==> config.mk <==
export PLATFORM = sky130hd
export DESIGN_NAME = fir_decim_buffer
export DESIGN_NICKNAME = d
export VERILOG_FILES = /design/src/rtl/fir_decim_buffer.sv
export SDC_FILE = /design/constraint.sdc
export NUM_CORES = 1
export LEC_CHECK = 0
export ABC_AREA = 1
export CAP_MARGIN = 30
export CORE_ASPECT_RATIO = 1.4
export CORE_MARGIN = 4
export CORE_UTILIZATION = 63
export CTS_CLUSTER_DIAMETER = 100
export DETAILED_ROUTE_END_ITERATION = 7
export GPL_ROUTABILITY_DRIVEN = 1
export PLACE_DENSITY = 0.86
export SYNTH_ARGS = -nofsm -noshare
export SYNTH_HDL_FRONTEND = slang
export SYNTH_SLANG_ARGS = --single-unit
export TNS_END_PERCENT = 50
==> constraint.sdc <==
create_clock -name Clk -period 3.45 [get_ports Clk]
set_input_delay 0.5175 -clock Clk [delete_from_list [all_inputs] [get_ports Clk]]
set_output_delay 0.5175 -clock Clk [all_outputs]
set_load 0.005 [all_outputs]
==> src/rtl/fir_decim_buffer.sv <==
// Decimating output buffer for the FIR filter: keeps every DECIM-th valid
// sample and queues it in a DEPTH-entry FIFO for a ready/valid consumer.
module fir_decim_buffer #(
    parameter int N     = 16,
    parameter int DECIM = 4,
    parameter int DEPTH = 8
) (
    input  logic                     Clk,
    input  logic                     reset,
    input  logic [N-1:0]             Din,
    input  logic                     Din_valid,
    output logic [N-1:0]             Dout,
    output logic                     Dout_valid,
    input  logic                     Dout_ready,
    output logic [$clog2(DEPTH):0]   Count,
    output logic                     Overflow
);

    localparam int AW   = $clog2(DEPTH);
    localparam int PH_W = (DECIM > 1) ? $clog2(DECIM) : 1;

    logic [PH_W-1:0] r_phase;
    logic [AW-1:0]   r_wr_ptr;
    logic [AW-1:0]   r_rd_ptr;
    logic [AW:0]     r_count;
    logic            r_overflow;
    logic [N-1:0]    r_mem [DEPTH];

    logic            w_keep;
    logic            w_full;
    logic            w_pop;
    logic            w_push;
    logic            w_drop;

    // Keep decision: phase 0 marks the first sample of each decimation group
    assign w_keep = Din_valid && (r_phase == '0);
    assign w_full = (r_count == (AW+1)'(DEPTH));
    assign w_pop  = (r_count != '0) && Dout_ready;
    // A full FIFO still accepts a sample when the head leaves on the same edge
    assign w_push = w_keep && (!w_full || w_pop);
    assign w_drop = w_keep && w_full && !w_pop;

    always_ff @(posedge Clk) begin
        if (reset) begin
            r_phase    <= '0;
            r_wr_ptr   <= '0;
            r_rd_ptr   <= '0;
            r_count    <= '0;
            r_overflow <= 1'b0;
        end else begin
            if (Din_valid) begin
                r_phase <= (r_phase == PH_W'(DECIM - 1)) ? '0 : r_phase + 1'b1;
            end
            if (w_push) begin
                r_wr_ptr <= r_wr_ptr + 1'b1;
            end
            if (w_pop) begin
                r_rd_ptr <= r_rd_ptr + 1'b1;
            end
            if (w_push && !w_pop) begin
                r_count <= r_count + 1'b1;
            end else if (w_pop && !w_push) begin
                r_count <= r_count - 1'b1;
            end
            if (w_drop) begin
                r_overflow <= 1'b1;
            end
        end
    end

    // Sample storage carries data only, so it is left out of reset
    always_ff @(posedge Clk) begin
        if (!reset && w_push) begin
            r_mem[r_wr_ptr] <= Din;
        end
    end

    assign Count      = r_count;
    assign Overflow   = r_overflow;
    assign Dout_valid = (r_count != '0);
    assign Dout       = Dout_valid ? r_mem[r_rd_ptr] : '0;

endmodule

==> out/qor.yml <==
timing.final.ws_setup_ns: 0.402
ir_worst_vdd_mv: 0.796
drc: 0
post_synthesis_cell_area_um2: 6280
powerDensity_nw_per_um2: 721
rsz_0062_raised_after_global_routing: "no"
post-dp-hpwl_um: 7480
cts_htree_levels: 4
multiInputGateArea_um2: 1660
timing_worst_slew_pin_value_ns: 0.839
dr_vias_cell: 5.48
worstHoldPathType: "reg2reg"
hold_viol: 0
post_cts_hold_buffer_count: 0
drt_pass1_iterations: 6
reg2reg_depth: 12
critical_path_class: "reg2out"
average_wire_per_standard_cell_um: 17.1
dpl_worst_slack_ns: 0.635
worstSkewPairLatency_ns: 0.42
vias_after_detailed_routing: 4569
synthesis.instances: 640
layout.cells.most_common: "sky130_fd_sc_hd__nand2_1"
grt_pass1_vias: 4548
finalCritPeriodShare: 0.884
fin_tns_setup_ns: 0
cts_made_buffers: 17
final_max_slew_viol_count: 0
synth_area_per_cell_um2: 9.81
floorplan.rows: 42
final_util: 0.777
clk_transition_reported_paths_ns: 0.06
grt_start_max_net_pins: 65
critical_path.endpoint_type: "output pin"
synth.top_cells.by_area: "sky130_fd_sc_hd__edfxtp_1 61%, sky130_fd_sc_hd__nand2_1 15%, sky130_fd_sc_hd__dfxtp_1 5.1%, sky130_fd_sc_hd__inv_1 4.7%, sky130_fd_sc_hd__nand3_1 4.5%"
dpl-instance-area_um2: 6830
period_minus_slack_ns: 3.05
synth_top_area_share: 0.612
ys_seq_area_frac: 0.663
status: "finished, final reports clean"
ff_latch_area_um2: 4170
maximum_root_to_sink_buffer_count: 2
synth-main-ff-cell: "sky130_fd_sc_hd__edfxtp_1"
die-width_um: 92.4
timing.slew.headroom: 0.440
port-buffer-count: 41
post-route-cell-area_um2: 7470
startpoint_type: "flip-flop"
cts-root-buf: "sky130_fd_sc_hd__clkbuf_16"
maxCapViolations: 0
finalSetupViolations: 0
fillCellCount: 560
grt_overflow: 0
final_antenna_net_count: 0
grt_antenna_before_repair: 0
synth-edff-count: 128
hold-path-cell-count: 2
worst_clock_skew_ns: 0.00784
static-leakage-power_uw: 0.00321
yosysWarningCount: 0
postCtsSetupBuffers: 0
post_synth_num_cell_types: 23
finalWirelength_um: 14200
design.die.area_um2: 11700
initial_utilization: 0.653
clock_tree_from_tritoncts: "done"
critPathMaxFanout: 36
grt_pass1_wl_um: 22700
design.final.nets: 717
critPathArrivalTime_ns: 2.53
worst-endpoint-required_ns: 2.93
asyncSetResetFlopFracSynth: 0
grt_use_total: 0.261
yosys_top_cell_by_area: "sky130_fd_sc_hd__edfxtp_1"
antenna_cells: 0
area_delta_synth_final_pct: 18.9
post_cts_resize_count: 0
die_h_um: 126
most_used_cells_in_the_layout_excluding_fill_and_tap_cells: "246 x sky130_fd_sc_hd__nand2_1, 128 x sky130_fd_sc_hd__edfxtp_1, 79 x sky130_fd_sc_hd__inv_1"
std_cell_core_area_um2: 9620
report.power.total_uw: 5380
drive_gt1_frac: 0.0698
postSynthNetCount: 668
yosys_register_bits: 144
clock.fmax_mhz: 328
gp_congestion: 0.779
cts_sinks: 144
initialDrtViolationCount: 466
floorplan.io_pins: 42
-- final timing paths --
check	start	to	slack (ns)
worst min register to register	Overflow$_SDFFE_PP0P_	Overflow$_SDFFE_PP0P_	0.50
worst min-delay path	Overflow$_SDFFE_PP0P_	Overflow$_SDFFE_PP0P_	0.50
worst max-delay path	flip-flop	Dout[6]	0.40
worst max register to register	Count[0]$_SDFFE_PP0P_	Count[3]$_SDFFE_PP0P_	1.02
-- where the power goes --
part	internal [uW]	switching [uW]	leakage, uW
clock network	1300	675	0.000299
registers	1960	54.4	0.00129
logic	568	824	0.00162
-- Yosys cell counts (2+ instances only) --
cell,count
sky130_fd_sc_hd__nand2_1,246
sky130_fd_sc_hd__edfxtp_1,128
sky130_fd_sc_hd__inv_1,79
sky130_fd_sc_hd__nand3_1,57
sky130_fd_sc_hd__nor2_1,57
sky130_fd_sc_hd__dfxtp_1,16
sky130_fd_sc_hd__buf_2,13
sky130_fd_sc_hd__a21oi_1,9
sky130_fd_sc_hd__ha_1,7
sky130_fd_sc_hd__buf_4,5
sky130_fd_sc_hd__clkbuf_1,4
sky130_fd_sc_hd__o21ai_0,4
sky130_fd_sc_hd__buf_6,3
sky130_fd_sc_hd__nand3_2,2
sky130_fd_sc_hd__xor2_1,2
-- per-stage QoR --
stage               std cells  hold slack [ns]
global route              834            0.540
global placement          802            0.459
finish                    834            0.502
detailed placement        802            0.495
floorplan                 640            0.452
CTS                       834            0.503
-- layout make-up --
| class | instances | share of cell area |
|---|---|---|
| Timing Repair Buffer | 56 | 0.0717 |
| Inverter | 81 | 0.0407 |
| Sequential cell | 144 | 0.558 |
| Clock buffer | 21 | 0.0603 |
| Clock inverter | 11 | 0.0255 |
| Multi-Input combinational cell | 389 | 0.222 |
| Tap cell | 132 | 0.0221 |
-- metal layers --
layer  track usage  share of wire  up-vias
met5             0              0        -
met4         0.125          0.034        0
met3        0.0668          0.086       54
met2         0.457           0.53      272
met1         0.295           0.35     2101
li1              -              -     2142
-- critical path, stage by stage (launching register included) --
cell and delay [ns]:
sky130_fd_sc_hd__dfxtp_2 0.32, sky130_fd_sc_hd__inv_2 0.39, sky130_fd_sc_hd__buf_12 0.27, sky130_fd_sc_hd__nand2_1 0.10
sky130_fd_sc_hd__nand2_1 0.08, sky130_fd_sc_hd__nand2_1 0.08, sky130_fd_sc_hd__nand2_1 0.11, sky130_fd_sc_hd__nor2_1 0.05
sky130_fd_sc_hd__nor2_1 0.16, sky130_fd_sc_hd__clkdlybuf4s50_1 0.53
-- logic make-up (layout without fill, tap and decap cells) --
logic type,count (synthesis),after routing,share of synthesized area
XOR/XNOR,2,2,0.00279
buffers and inverters,107,169,0.0731
AO/OA/AOI/OAI,13,13,0.0104
AND/OR/NAND/NOR,366,366,0.234
flip-flops,144,144,0.663
adder cells (fa/ha/maj),8,8,0.0171
-- registers in the layout, indices dropped and copies added (netlist names), named ones only --
signal and count:
r_wr_ptr 3, Count 4, r_mem 128, Overflow 1
r_rd_ptr 3, r_phase 2
Power figures use the tool's default switching activity.
